`src/rtl/subleq_mem_arbiter_if.sv`:
```
// -----------------------------------------------------------------------------
// subleq_mem_arbiter_if
// Request/acknowledge bus between one requester (CPU datapath or host port)
// and the SUBLEQ memory arbiter.
//   req    requester -> arbiter  level request, held until ack
//   we     requester -> arbiter  1 = write, 0 = read; stable while req
//   addr   requester -> arbiter  word address; stable while req
//   wdata  requester -> arbiter  write data; stable while req
//   ack    arbiter -> requester  one-cycle completion strobe
//   rdata  arbiter -> requester  read data, valid only while ack = 1
// Modports: master = requester side, slave = arbiter side.
// -----------------------------------------------------------------------------
interface subleq_mem_arbiter_if #(
    parameter int ADDR_BITS = 16,
    parameter int DATA_BITS = 16
);
    logic                 req;
    logic                 we;
    logic [ADDR_BITS-1:0] addr;
    logic [DATA_BITS-1:0] wdata;
    logic                 ack;
    logic [DATA_BITS-1:0] rdata;

    modport master (output req, we, addr, wdata, input ack, rdata);
    modport slave  (input req, we, addr, wdata, output ack, rdata);
endinterface

```
`src/rtl/subleq_mem_arbiter.sv`:
```
// -----------------------------------------------------------------------------
// subleq_mem_arbiter
// Shares the single-port synchronous SUBLEQ main memory between the CPU
// datapath and the host port. Round-robin arbitration, one access in flight,
// registered memory-side outputs.
// Ports:
//   clk        system clock, rising edge
//   areset_n   asynchronous reset, active low
//   cpu_if     CPU requester bus (slave side)
//   host_if    host requester bus (slave side)
//   mem_en     memory enable (registered)
//   mem_we     memory write enable (registered)
//   mem_addr   memory word address (registered, holds while mem_en = 0)
//   mem_wdata  memory write data (registered, holds while mem_en = 0)
//   mem_rdata  memory read data, valid the cycle after mem_en
// -----------------------------------------------------------------------------
module subleq_mem_arbiter #(
    parameter int ADDR_BITS = 16,
    parameter int DATA_BITS = 16
) (
    input  logic                  clk,
    input  logic                  areset_n,
    subleq_mem_arbiter_if.slave   cpu_if,
    subleq_mem_arbiter_if.slave   host_if,
    output logic                  mem_en,
    output logic                  mem_we,
    output logic [ADDR_BITS-1:0]  mem_addr,
    output logic [DATA_BITS-1:0]  mem_wdata,
    input  logic [DATA_BITS-1:0]  mem_rdata
);

    typedef enum logic [2:0] {
        IDLE       = 3'd0,
        ISSUE_CPU  = 3'd1,
        ISSUE_HOST = 3'd2,
        RESP_CPU   = 3'd3,
        RESP_HOST  = 3'd4
    } state_t;

    // Priority token: which port wins a simultaneous request.
    localparam logic PRIO_CPU  = 1'b0;
    localparam logic PRIO_HOST = 1'b1;

    state_t               state_q, state_d;
    logic                 prio_q, prio_d;
    logic                 mem_en_q, mem_en_d;
    logic                 mem_we_q, mem_we_d;
    logic [ADDR_BITS-1:0] mem_addr_q, mem_addr_d;
    logic [DATA_BITS-1:0] mem_wdata_q, mem_wdata_d;
    logic                 grant_cpu, grant_host;

    always_ff @(posedge clk or negedge areset_n) begin
        if (!areset_n) begin
            state_q     <= IDLE;
            prio_q      <= PRIO_CPU;
            mem_en_q    <= 1'b0;
            mem_we_q    <= 1'b0;
            mem_addr_q  <= '0;
            mem_wdata_q <= '0;
        end else begin
            state_q     <= state_d;
            prio_q      <= prio_d;
            mem_en_q    <= mem_en_d;
            mem_we_q    <= mem_we_d;
            mem_addr_q  <= mem_addr_d;
            mem_wdata_q <= mem_wdata_d;
        end
    end

    always_comb begin
        state_d     = state_q;
        prio_d      = prio_q;
        mem_en_d    = mem_en_q;
        mem_we_d    = mem_we_q;
        mem_addr_d  = mem_addr_q;
        mem_wdata_d = mem_wdata_q;
        grant_cpu   = 1'b0;
        grant_host  = 1'b0;

        case (state_q)
            IDLE: begin
                if (cpu_if.req && (!host_if.req || prio_q == PRIO_CPU)) begin
                    grant_cpu = 1'b1;
                end else if (host_if.req) begin
                    grant_host = 1'b1;
                end
            end
            ISSUE_CPU: begin
                state_d  = RESP_CPU;
                mem_en_d = 1'b0;
                mem_we_d = 1'b0;
            end
            ISSUE_HOST: begin
                state_d  = RESP_HOST;
                mem_en_d = 1'b0;
                mem_we_d = 1'b0;
            end
            // The port being acked drops or renews req at this edge, so only
            // the other port can be granted here; a renewed request is picked
            // up from IDLE, which is what keeps the other port from starving.
            RESP_CPU: begin
                if (host_if.req) grant_host = 1'b1;
                else             state_d    = IDLE;
            end
            RESP_HOST: begin
                if (cpu_if.req) grant_cpu = 1'b1;
                else            state_d   = IDLE;
            end
            default: state_d = IDLE;
        endcase

        // A grant loads the memory-side registers and hands priority over.
        if (grant_cpu) begin
            state_d     = ISSUE_CPU;
            prio_d      = PRIO_HOST;
            mem_en_d    = 1'b1;
            mem_we_d    = cpu_if.we;
            mem_addr_d  = cpu_if.addr;
            mem_wdata_d = cpu_if.wdata;
        end else if (grant_host) begin
            state_d     = ISSUE_HOST;
            prio_d      = PRIO_CPU;
            mem_en_d    = 1'b1;
            mem_we_d    = host_if.we;
            mem_addr_d  = host_if.addr;
            mem_wdata_d = host_if.wdata;
        end
    end

    assign mem_en    = mem_en_q;
    assign mem_we    = mem_we_q;
    assign mem_addr  = mem_addr_q;
    assign mem_wdata = mem_wdata_q;

    // Read data passes straight through during the response cycle only.
    assign cpu_if.ack    = (state_q == RESP_CPU);
    assign host_if.ack   = (state_q == RESP_HOST);
    assign cpu_if.rdata  = (state_q == RESP_CPU)  ? mem_rdata : '0;
    assign host_if.rdata = (state_q == RESP_HOST) ? mem_rdata : '0;

endmodule

```
`src/flat_wrapper.sv`:
```
// flat-port wrapper written by rule: the top's interface ports become plain ports
module subleq_mem_arbiter_flat 
#(
    parameter int ADDR_BITS = 16,
    parameter int DATA_BITS = 16
)
  (clk, areset_n, mem_en, mem_we, mem_addr, mem_wdata, mem_rdata, cpu_if_req, cpu_if_we, cpu_if_addr, cpu_if_wdata, cpu_if_ack, cpu_if_rdata, host_if_req, host_if_we, host_if_addr, host_if_wdata, host_if_ack, host_if_rdata);
  subleq_mem_arbiter_if #(.ADDR_BITS(ADDR_BITS), .DATA_BITS(DATA_BITS)) cpu_if_i ();
  subleq_mem_arbiter_if #(.ADDR_BITS(ADDR_BITS), .DATA_BITS(DATA_BITS)) host_if_i ();
  input  logic clk;
  input  logic areset_n;
  output logic mem_en;
  output logic mem_we;
  output logic [ADDR_BITS-1:0] mem_addr;
  output logic [DATA_BITS-1:0] mem_wdata;
  input  logic [DATA_BITS-1:0] mem_rdata;
  input wire logic [$bits(cpu_if_i.req)-1:0] cpu_if_req;
  input wire logic [$bits(cpu_if_i.we)-1:0] cpu_if_we;
  input wire logic [$bits(cpu_if_i.addr)-1:0] cpu_if_addr;
  input wire logic [$bits(cpu_if_i.wdata)-1:0] cpu_if_wdata;
  output wire logic [$bits(cpu_if_i.ack)-1:0] cpu_if_ack;
  output wire logic [$bits(cpu_if_i.rdata)-1:0] cpu_if_rdata;
  input wire logic [$bits(host_if_i.req)-1:0] host_if_req;
  input wire logic [$bits(host_if_i.we)-1:0] host_if_we;
  input wire logic [$bits(host_if_i.addr)-1:0] host_if_addr;
  input wire logic [$bits(host_if_i.wdata)-1:0] host_if_wdata;
  output wire logic [$bits(host_if_i.ack)-1:0] host_if_ack;
  output wire logic [$bits(host_if_i.rdata)-1:0] host_if_rdata;
  assign cpu_if_i.req = cpu_if_req;
  assign cpu_if_i.we = cpu_if_we;
  assign cpu_if_i.addr = cpu_if_addr;
  assign cpu_if_i.wdata = cpu_if_wdata;
  assign cpu_if_ack = cpu_if_i.ack;
  assign cpu_if_rdata = cpu_if_i.rdata;
  assign host_if_i.req = host_if_req;
  assign host_if_i.we = host_if_we;
  assign host_if_i.addr = host_if_addr;
  assign host_if_i.wdata = host_if_wdata;
  assign host_if_ack = host_if_i.ack;
  assign host_if_rdata = host_if_i.rdata;
  subleq_mem_arbiter #(.ADDR_BITS(ADDR_BITS), .DATA_BITS(DATA_BITS)) u_core (.clk(clk), .areset_n(areset_n), .cpu_if(cpu_if_i), .host_if(host_if_i), .mem_en(mem_en), .mem_we(mem_we), .mem_addr(mem_addr), .mem_wdata(mem_wdata), .mem_rdata(mem_rdata));
endmodule
```
`config.mk`:
```
export PLATFORM = sky130hd
export DESIGN_NAME = subleq_mem_arbiter_flat
export DESIGN_NICKNAME = d
export VERILOG_FILES = /design/src/rtl/subleq_mem_arbiter_if.sv /design/src/rtl/subleq_mem_arbiter.sv /design/src/flat_wrapper.sv
export SDC_FILE = /design/constraint.sdc
export NUM_CORES = 1
export LEC_CHECK = 0
export ABC_AREA = 1
export CORE_MARGIN = 5
export CORE_UTILIZATION = 36
export DETAILED_ROUTE_END_ITERATION = 6
export GPL_ROUTABILITY_DRIVEN = 0
export PLACE_DENSITY = 0.82
export SYNTH_ARGS = -nofsm -noshare
export SYNTH_HDL_FRONTEND = slang
export SYNTH_SLANG_ARGS = --single-unit
```
`constraint.sdc`:
```
create_clock -name clk -period 1.4 [get_ports clk]
set_input_delay 0.35 -clock clk [delete_from_list [all_inputs] [get_ports clk]]
set_output_delay 0.35 -clock clk [all_outputs]
set_load 0.005 [all_outputs]
```
# --- After elaboration in Yosys (flattened, before gate mapping) ---
# Index checks and enable logic that the tools add are counted.
# Widths: inputs -> output; s select.
totals:
  ff_bits: 38
  output_inout_bits: 68
  inputBits: 86
op_classes:
  eq_ne: 7
  mux: 24
  reduce_logical: 8
  bitwise_logic: 1
op_table:
  columns: ["op", "n"]
  rows:
  - ["$mux 16", 6]
  - ["$pmux 3 s5", 1]
  - ["$mux 3", 4]
  - ["$mux 1", 11]
  - ["$ne 4x2->1 const B", 2]
  - ["$eq 3x2->1 const B", 2]
  - ["$pmux 1 s2", 2]
  - ["$eq 3x1->1 const B", 1]
  - ["$eq 3x3->1 const B", 1]
  - ["$logic_not 3->1", 1]
  - ["$ne 3x1->1 const B", 1]
  - ["$reduce_and 3->1", 1]
  - ["$reduce_bool 3->1", 1]
  - ["$reduce_bool 2->1", 1]
  - ["$reduce_or 2->1", 1]
  - ["$logic_and 1x1->1", 1]
  - ["$logic_not 1->1", 1]
  - ["$logic_or 1x1->1", 1]
  - ["$not 1->1", 1]

# --- Longest topological paths before layout ---
# Gate-level depths: netlist of the first run.
depth:
  depth_word: 7
  mapped_depth: 10
  depth_no_buf: 9

# --- Worst setup path after synthesis of the first run ---
# OpenSTA, ideal clock, no wires.
synth_path:
  path_type: "register -> output"
  from: "register u_core.state_q[0]"
  to: "output port host_if_rdata[10]"
  arrival_time_ns: 1.077
  setup_slack_ns: -0.027
  path_buffers: 1
  required_time_ns: 1.050
  path_stages_with_launch: 7
  path_cell_list: "dfrtp_1 -> inv_1 -> nand2_1 -> nor2_1 -> inv_1 -> buf_2 -> nor2_1"
synth_via:
  elab_chain_len: 2
synth_lines:
  columns: ["item", "line_no", "text"]
  rows:
  - ["start, declared", "subleq_mem_arbiter.sv:44", "state_t state_q, state_d;"]
  - ["start signal, assigned", "subleq_mem_arbiter.sv:61", "state_q <= state_d;"]
  - ["$eq 3x3->1", null, null]
  - ["net host_if_ack", "flat_wrapper.sv:27", "output wire logic [$bits(host_if_i.ack)-1:0] host_if_ack;"]
  - ["$mux 16", "subleq_mem_arbiter.sv:139", "assign host_if.rdata = (state_q == RESP_HOST) ? mem_rdata : '0;"]
  - ["end, declared", "flat_wrapper.sv:28", "output wire logic [$bits(host_if_i.rdata)-1:0] host_if_rdata;"]
# The timed path passes the listed nets, and every way through them passes these cells.

# --- Worst setup path after layout of the first run ---
layout_path:
  from: "register u_core.state_q[2]"
  to: "output port host_if_rdata[6]"
layout_via:
  elab_chain_len: 2
layout_lines:
  columns: ["item", "line_no"]
  rows:
  - ["$eq 3x3->1", "subleq_mem_arbiter.sv:139"]
  - ["$mux 16", "subleq_mem_arbiter.sv:139"]
# Every way passes these cells.

==> flow_metrics.tcl, run 1 <==
set metrics [dict create \
    outcome "finished with violations" \
    violations "setup timing" \
    ys_ff_latch 38 \
    cts.path.max_buffers 2 \
    synth-adder-area-share 0 \
    cts_tree "yes" \
    syn-mean-instance-area_sq_um 6.67 \
    setup_total_negative_slack_ps -23810 \
    maxSlewHeadroom 0.713 \
    synth.area.mux_share 0 \
    drt_iter0_drc 130 \
    min_period_ps 1910 \
    ir_worst_vdd_uv 1220 \
    synth_top_family_by_area "simple AND/OR/NAND/NOR gates" \
    finalHoldViolations 0 \
    stdcell_count 621 \
    synth_nets 424 \
    reg2reg_to "u_core.mem_addr[9]" \
    finalCritPeriodShare 1.36 \
    io_pins 154 \
    synth_xor_xnor_area_share 0 \
    cts_buffers 5 \
    fillers 394 \
    portBuffers 153 \
    die-width_um 89.1 \
    worstSkewPairLatency_ps 280 \
    synthTopCellsByArea "dfrtp_1, nand2_1, nor2_1, buf_6, inv_1" \
    yosysTopAreaCellShare 0.422 \
    antenna_cells 0 \
    synth-simple-area-share 0.457 \
    crit_arrival_ps 1560 \
    crit_type "reg -> out" \
    required_ps 1050 \
    rrSetupSlack_ps -340 \
    tightest_slew_ps 431 \
    drc 0 \
    placed_cell_area_sq_mm 0.00393 \
    p_leak_uw 0.00261 \
    min_from "u_core.mem_addr[7]" \
    die-area_sq_mm 0.00794 \
    multi_input_area_sq_mm 0.00146 \
    power_density_mw_per_mm2 2020 \
    routed_via_density 4.80 \
    wl_um 10300 \
    grt_use_total 0.215 \
    r2r-start "u_core.state_q[2]" \
    hpwl_um 5850 \
    slew_viol_final 0 \
    final_nets 633 \
    die_y_um 89.1 \
    grt_overflow 0 \
    fin_ws_ps -509 \
    grt_pass1_vias 2858 \
    rr_worst_depth 12 \
    ff_latch_area_sq_um 951 \
    rsz0062_at_grt "true" \
    synth_compound_area_frac 0.00888 \
    area_growth_pct 114 \
    ant_nets 0 \
    cts.clk_slew.worst_paths_ps 80 \
    grt_antenna_before_repair 0 \
    yosys_warnings 0 \
    report.final.setup_viol 70 \
    grt_pass1_wl_um 13300 \
    synth_largest_area_cell "dfrtp_1" \
    holdPathEnd "u_core.mem_addr[7]" \
    final_core_util 0.807 \
    coreArea_sq_mm 0.00599 \
    syn-cell-area_sq_mm 0.00225 \
    start_kind "register" \
    hold_path_depth 2 \
    numClockSinks 38 \
    synthCells 338 \
    finClkSkew_ps 9.63 \
    h-tree-depth 2 \
    grt_max_degree 25 \
    layout-drive-gt1-share 0.381 \
    start_util 0.376 \
    path_max_fanout 5 \
    end_kind "output port" \
    clock.fmax_mhz 524 \
    synth-seq-area-share 0.422 \
    firstDrtPassIters 4 \
    dp_cells 568 \
    vias 2982 \
    clockRootBuffer "clkbuf_8" \
    routedWlPerCell_um 16.6 \
    rows 28 \
    yosys.cell_types.count 19 \
    drv_cap 0 \
    hold_path.class "reg -> reg" \
    stdcell_area_sq_mm 0.00483 \
]
logic make-up after synthesis:
logic type	Yosys count
compound gates	4
buf+inv	45
flops	38
simple gates	251
sequential cells by signal, indices dropped and copies added, names as in the netlist:
name,cells
u_core.prio_q,1
u_core.mem_en,1
u_core.state_q,3
u_core.mem_we,1
u_core.mem_wdata,16
u_core.mem_addr,16
layout make-up:
| type | instances | share of cell area |
|---|---|---|
| clock buffers | 6 | 0.0171 |
| inverters | 30 | 0.0264 |
| multi-input cells | 258 | 0.303 |
| flip-flops and latches | 38 | 0.197 |
| well taps | 75 | 0.0194 |
| repair buffers | 213 | 0.436 |
| repair inverters | 1 | 0.00155 |
cell usage in the layout (no fill, tap or decap):
| cell type | count |
|---|---|
| nand2_1 | 144 |
| clkdlybuf4s15_2 | 9 |
| nor2_8 | 1 |
| clkbuf_16 | 3 |
| clkdlybuf4s50_1 | 84 |
| clkinvlp_4 | 1 |
| inv_2 | 4 |
| dlygate4sd3_1 | 1 |
| clkinv_4 | 2 |
| buf_4 | 18 |
| nor2_1 | 10 |
| o21ai_2 | 2 |
| buf_2 | 23 |
| nor2_4 | 13 |
| a21oi_1 | 1 |
| inv_1 | 22 |
| nand2_2 | 44 |
| dfrtp_1 | 38 |
| buf_8 | 3 |
| nand2_4 | 20 |
| buf_6 | 30 |
| nand3_4 | 4 |
| nand4_1 | 1 |
| a21oi_4 | 1 |
| nand3_1 | 2 |
| dlygate4sd2_1 | 35 |
| inv_4 | 2 |
| buf_12 | 7 |
| clkbuf_8 | 6 |
| nor2_2 | 15 |
cells in the mapped netlist:
| library cell | n |
|---|---|
| buf_4 | 4 |
| a21oi_1 | 2 |
| nand3_1 | 2 |
| nand2_4 | 1 |
| nand3_4 | 1 |
| buf_2 | 1 |
| nor2_1 | 35 |
| dfrtp_1 | 38 |
| buf_1 | 1 |
| nor2_4 | 1 |
| nand4_1 | 1 |
| o21ai_0 | 2 |
| inv_1 | 27 |
| buf_6 | 9 |
| nand2_2 | 13 |
| nand2_1 | 194 |
| inv_2 | 3 |
| nor2_2 | 2 |
| nor2_8 | 1 |
layer usage:
metal | global-route usage | routed length [um] | vias to the layer above
met5 | 0 | 0 | -
met4 | 0.0609 | 263 | 0
met3 | 0.0645 | 1080 | 32
met2 | 0.404 | 5460 | 161
met1 | 0.231 | 3530 | 1382
li1 | - | - | 1407
worst max-delay path by stage:
| stage | cells after the start | to | startpoint |
|---|---|---|---|
| 2_1_floorplan | 6 | host_if_rdata[10] | u_core.state_q[0] |
| 3_3_place_gp | 4 | host_if_rdata[0] | mem_rdata[0] |
| 3_5_place_dp | 4 | cpu_if_rdata[7] | mem_rdata[7] |
| 4_1_cts | 7 | host_if_rdata[8] | u_core.state_q[0] |
| 5_1_grt | 6 | host_if_rdata[6] | u_core.state_q[2] |
| 6_report | 6 | host_if_rdata[6] | u_core.state_q[2] |
per-stage QoR:
step / power [uW] / hold slack [ps] / setup WS [ps]
floorplan: 4370 / 54.4 / 31.0
global placement: 6490 / 300 / -423
detailed placement: 6620 / 303 / -457
CTS: 8140 / 482 / -432
global route: 10400 / 485 / -549
finish: 9750 / 474 / -509
critical path, cell delays in order, from the launching register on:
cell,delay (ps)
dfrtp_1,420
clkinv_4,110
nor2_4,160
clkinvlp_4,180
buf_6,180
nor2_4,90
buf_2,140
power breakdown:
| part | total (uW) | internal [uW] | switching (uW) |
|---|---|---|---|
| logic | 7000 | 3490 | 3510 |
| registers | 2010 | 1660 | 357 |
| clock network | 744 | 380 | 364 |
timing repair:
item / in CTS / in global routing
hold buffers: 1 / 0
endpoints found under the setup margin: 102 / 69
resized for setup: 197 / 125
setup buffers: 35 / 9
endpoints found under the hold margin: 11 / 0
pin swaps: 14 / 60
gates cloned: 5 / 4
Power figures use the tool's default switching activity.
==> inputs of run 2 (changes only) <==
- CTS_BUF_LIST: default -> sky130_fd_sc_hd__clkbuf_16
==> run 2 against run 1 <==
Against the previous run: the run still ends with setup timing left; utilization down 1.6 points; worst setup slack worse by 46 ps; register-to-register slack worse by 20 ps; highest routed layer unchanged; largest cell class unchanged; cell count down 0.64%.
==> flow_metrics.tcl, run 2 (same netlist as run 1, synthesis figures left out) <==
set metrics [dict create \
    outcome "finished with violations" \
    r2r-start "u_core.state_q[2]" \
    worstPathCellList "clkinv_4 -> nor2_4 -> buf_4 -> inv_4 -> nor2_1 -> clkdlybuf4s15_2" \
    routed_via_density 4.80 \
    grt_use_total 0.234 \
    min_period_ps 1960 \
    cts_buffers 5 \
    die-area_sq_mm 0.00794 \
    grt_antenna_before_repair 0 \
    start_util 0.376 \
    start_kind "register" \
    h-tree-depth 2 \
    slowest_stage "dfrtp_1" \
    met3_usage 0.0627 \
    pre_cts_ws_ps -457 \
    end_kind "output port" \
    drt_iter0_drc 137 \
    rows 28 \
    power_density_mw_per_mm2 2070 \
    ant_nets 0 \
    finalHoldViolations 0 \
    crit_arrival_ps 1610 \
    ctsHoldBuffers 0 \
    grt_util_met1 0.253 \
    violations "setup timing" \
    crit_family "buffers and inverters" \
    report.final.setup_viol 70 \
    drc 0 \
    top_usage_layer "met2" \
    cts.clk_slew.worst_paths_ps 50 \
    grt_use_met2 0.433 \
    placed_cell_area_sq_mm 0.00393 \
    setup_total_negative_slack_ps -25150 \
    slew_viol_final 0 \
    cts.path.max_buffers 2 \
    final_core_util 0.791 \
    rsz0062_at_grt "true" \
    worstSkewPairLatency_ps 280 \
    holdWs_ps 8.00 \
    wl_um 10300 \
    mostFrequentLayoutCells "nand2_1, clkdlybuf4s50_1, nand2_2" \
    stdcell_area_sq_mm 0.00474 \
    antenna_cells 0 \
    firstDrtPassIters 4 \
    vias 2963 \
    routedWlPerCell_um 16.7 \
    rrSetupSlack_ps -360 \
    final_nets 629 \
    reg2reg_to "u_core.mem_addr[12]" \
    die-width_um 89.1 \
    grt_max_degree 25 \
    rr_worst_depth 12 \
    fin_ws_ps -555 \
    layout-drive-gt1-share 0.347 \
    ir_worst_vdd_uv 1130 \
    p_leak_uw 0.00253 \
    maxSlewHeadroom 0.713 \
    grt_pass1_wl_um 14400 \
    tightest_slew_ps 430 \
    grt_pass1_vias 2993 \
    final_common_cell "nand2_1" \
    numClockSinks 38 \
    io_pins 154 \
    required_ps 1050 \
    grt_overflow 0 \
    cts_tree "yes" \
    clock.fmax_mhz 512 \
    hold_path.class "in -> async" \
    drv_cap 0 \
    path_max_fanout 8 \
    hpwl_um 5850 \
    slowest_delay_ps 440 \
    crit_type "reg -> out" \
    area_growth_pct 110 \
    finClkSkew_ps 3.64 \
    die_y_um 89.1 \
    finalCritPeriodShare 1.40 \
    clockRootBuffer "clkbuf_16" \
    cp.buffers_inverters 4 \
    portBuffers 153 \
    coreArea_sq_mm 0.00599 \
]
[run 2: cell types whose count changed in the layout (fill, tap and decap cells not counted), moves of 2 or more]
| cell | before | now |
|---|---|---|
| buf_4 | 18 | 23 |
| clkbuf_16 | 3 | 6 |
| nand2_4 | 20 | 5 |
| buf_6 | 30 | 18 |
| buf_2 | 23 | 25 |
| buf_16 | 0 | 4 |
| nand2_1 | 144 | 158 |
| clkbuf_8 | 6 | 0 |
[run 2: worst max path at each step]
stage | start | end | slack, ps | cells after the start
floorplan | u_core.state_q[0] | host_if_rdata[10] | 30 | 6
global placement | mem_rdata[0] | host_if_rdata[0] | -420 | 4
finish | u_core.state_q[2] | host_if_rdata[10] | -560 | 6
CTS | u_core.state_q[0] | host_if_rdata[8] | -420 | 7
global route | u_core.state_q[2] | host_if_rdata[10] | -580 | 6
detailed placement | mem_rdata[7] | cpu_if_rdata[7] | -460 | 4
[run 2: power by group]
group | switching (uW) | internal, uW
Sequential | 363 | 1660
Clock | 395 | 632
Combinational | 3320 | 3420
[run 2: area by class of cell]
class	instances	area, sq um
flip-flops and latches	38	951
repair inverters	1	7.51
inverters	30	123
clock buffers	5	125
multi-input cells	258	1360
clock inverters	1	3.75
well taps	75	93.8
repair buffers	209	2080
fillers	422	1250
[run 2: repair_timing]
action,4_1_cts,5_1_grt
endpoints found under the hold margin,0,0
setup buffers,30,6
pin swaps,58,16
cloned,8,1
resized for setup,238,42
endpoints found under the setup margin,102,70
[run 2: through the flow]
stage,total power (uW),instances
after floorplan,4370,338
after global placement,6490,568
after detailed placement,6620,568
after CTS,9170,611
after global routing,10400,617
final,9790,617
[run 2: per-layer routing]
layer	part of all wire	vias up
met5	0	-
met4	0.029	0
met3	0.088	29
met2	0.52	164
met1	0.36	1363
li1	-	1407
==> inputs of run 3 (changes only) <==
- CORE_UTILIZATION: 36 -> 32
- PLACE_DENSITY: 0.82 -> 0.77
- SKIP_LAST_GASP: default -> 1
- clock period: 1.4 -> 1.68 ns (I/O delays scaled with it)
==> run 3 against run 2 <==
Against the previous run: the flow still finishes with violations (setup timing); via count is 6.6% lower; worst hold slack gained 98 ps; routed wire length is 15% lower; power down 20%; largest power group unchanged; die area increased by 11%; critical path type unchanged; utilization decreased by 11 points; flip-flop and latch count is the same; design area shrank 1.6%; count of clock-buffer cells in the layout is the same; cell count grew 1.8%; clock power fell by 13%.
==> flow_metrics.tcl, run 3 (same netlist as run 1, synthesis figures left out) <==
set metrics [dict create \
    rrSetupSlack_ps -110 \
    grt_pass1_vias 2654 \
    area_growth_pct 107 \
    coreArea_sq_mm 0.00683 \
    wl_um 8790 \
    ir_worst_vdd_uv 809 \
    finalCritPeriodShare 1.16 \
    crit_arrival_ps 1520 \
    rsz0062_at_grt "true" \
    path_max_fanout 3 \
    grt_max_degree 29 \
    drv_cap 0 \
    hpwl_um 5960 \
    grt_use_total 0.180 \
    mostFrequentLayoutCells "nand2_1, clkdlybuf4s50_1, nand2_2, dfrtp_1, buf_6" \
    die_y_um 93.9 \
    p_leak_uw 0.00239 \
    cts_tree "yes" \
    report.final.setup_viol 63 \
    grt_overflow 0 \
    ant_nets 0 \
    portBuffers 153 \
    start_kind "register" \
    r2r-start "u_core.state_q[2]" \
    numClockSinks 38 \
    drc 0 \
    layout-drive-gt1-share 0.327 \
    h-tree-depth 2 \
    end_kind "output port" \
    maxSlewHeadroom 0.659 \
    outcome "finished with violations" \
    drt_iter0_drc 89 \
    ctsHoldBuffers 0 \
    start_util 0.330 \
    final_core_util 0.682 \
    rows 30 \
    rr_worst_depth 13 \
    cts.path.max_buffers 2 \
    worstSkewPairLatency_ps 280 \
    clockRootBuffer "clkbuf_16" \
    stdcell_count 628 \
    io_pins 154 \
    dp_cells 593 \
    slew_viol_final 0 \
    multi_input_area_sq_mm 0.00136 \
    tightest_slew_ps 511 \
    die-width_um 93.9 \
    firstDrtPassIters 4 \
    routed_via_density 4.41 \
    ff_latch_area_sq_um 951 \
    finalHoldViolations 0 \
    routedWlPerCell_um 14.0 \
    antenna_cells 0 \
    clock.fmax_mhz 515 \
    vias 2767 \
    cts.clk_slew.worst_paths_ps 60 \
    grt_pass1_wl_um 12700 \
    min_period_ps 1940 \
    finClkSkew_ps 5.16 \
    grt_antenna_before_repair 0 \
    final_nets 617 \
    die-area_sq_mm 0.00882 \
    required_ps 1260 \
    crit_type "reg -> out" \
    hold_path.class "in -> async" \
    cts_buffers 5 \
    reg2reg_to "u_core.mem_wdata[3]" \
    final_common_cell "nand2_1" \
    fin_ws_ps -261 \
    violations "setup timing" \
    power_density_mw_per_mm2 1680 \
    fillers 581 \
]
-- run 3: where the power goes --
part / switching (uW) / internal (uW)
combinational: 2430 / 2760
clock: 355 / 541
sequential: 352 / 1380
total: 3140 / 4680
-- run 3: per-layer routing --
metal / up-vias / GRT usage / routed length, um
met4: 0 / 0.0517 / 161
li1: 1384 / - / -
met2: 125 / 0.324 / 4500
met1: 1245 / 0.194 / 3160
met5: - / 0 / 0
met3: 13 / 0.0713 / 966
-- run 3: through the flow --
step	power, uW	setup TNS, ps	worst slack [ps]	hold slack [ps]	area, sq um
after floorplan	3630	0	183	124	2250
after global placement	5490	-14940	-343	418	3980
after detailed placement	5590	-16090	-347	428	3980
after CTS	6840	-9690	-242	130	4280
after global routing	8430	-12530	-334	149	4660
final	7820	-6810	-261	106	4660
-- run 3: repair_timing --
item                                   in CTS  in global routing
pin swaps                                   8                 43
resized for setup                         109                129
endpoints found under the hold margin       0                  0
gates cloned                                3                  4
setup endpoints to repair                  34                 69
setup buffers                              16                  5
-- run 3: how the worst max path moves through the flow --
stage / to / cells after the start / startpoint
after global routing: host_if_rdata[6] / 8 / u_core.state_q[2]
final: host_if_rdata[6] / 8 / u_core.state_q[2]
after global placement: cpu_if_rdata[13] / 4 / mem_rdata[13]
after CTS: host_if_rdata[3] / 8 / u_core.state_q[0]
after detailed placement: cpu_if_rdata[13] / 4 / mem_rdata[13]
after floorplan: host_if_rdata[10] / 6 / u_core.state_q[0]
-- run 3: cell type report --
| cell class | instances | share of cell area |
|---|---|---|
| clock buffers | 5 | 0.0268 |
| clock inverters | 3 | 0.00349 |
| inverters | 30 | 0.0252 |
| multi-input cells | 257 | 0.291 |
| flip-flops and latches | 38 | 0.204 |
| well taps | 96 | 0.0258 |
| repair buffers | 198 | 0.422 |
| repair inverters | 1 | 0.00161 |
-- run 3: critical path: stages, from the launching register on --
cell and delay [ps]:
dfrtp_1 360, inv_2 60, buf_6 120, nor2_4 130, clkinvlp_4 140, buf_6 150
buf_6 120, nor2_4 60, buf_2 110
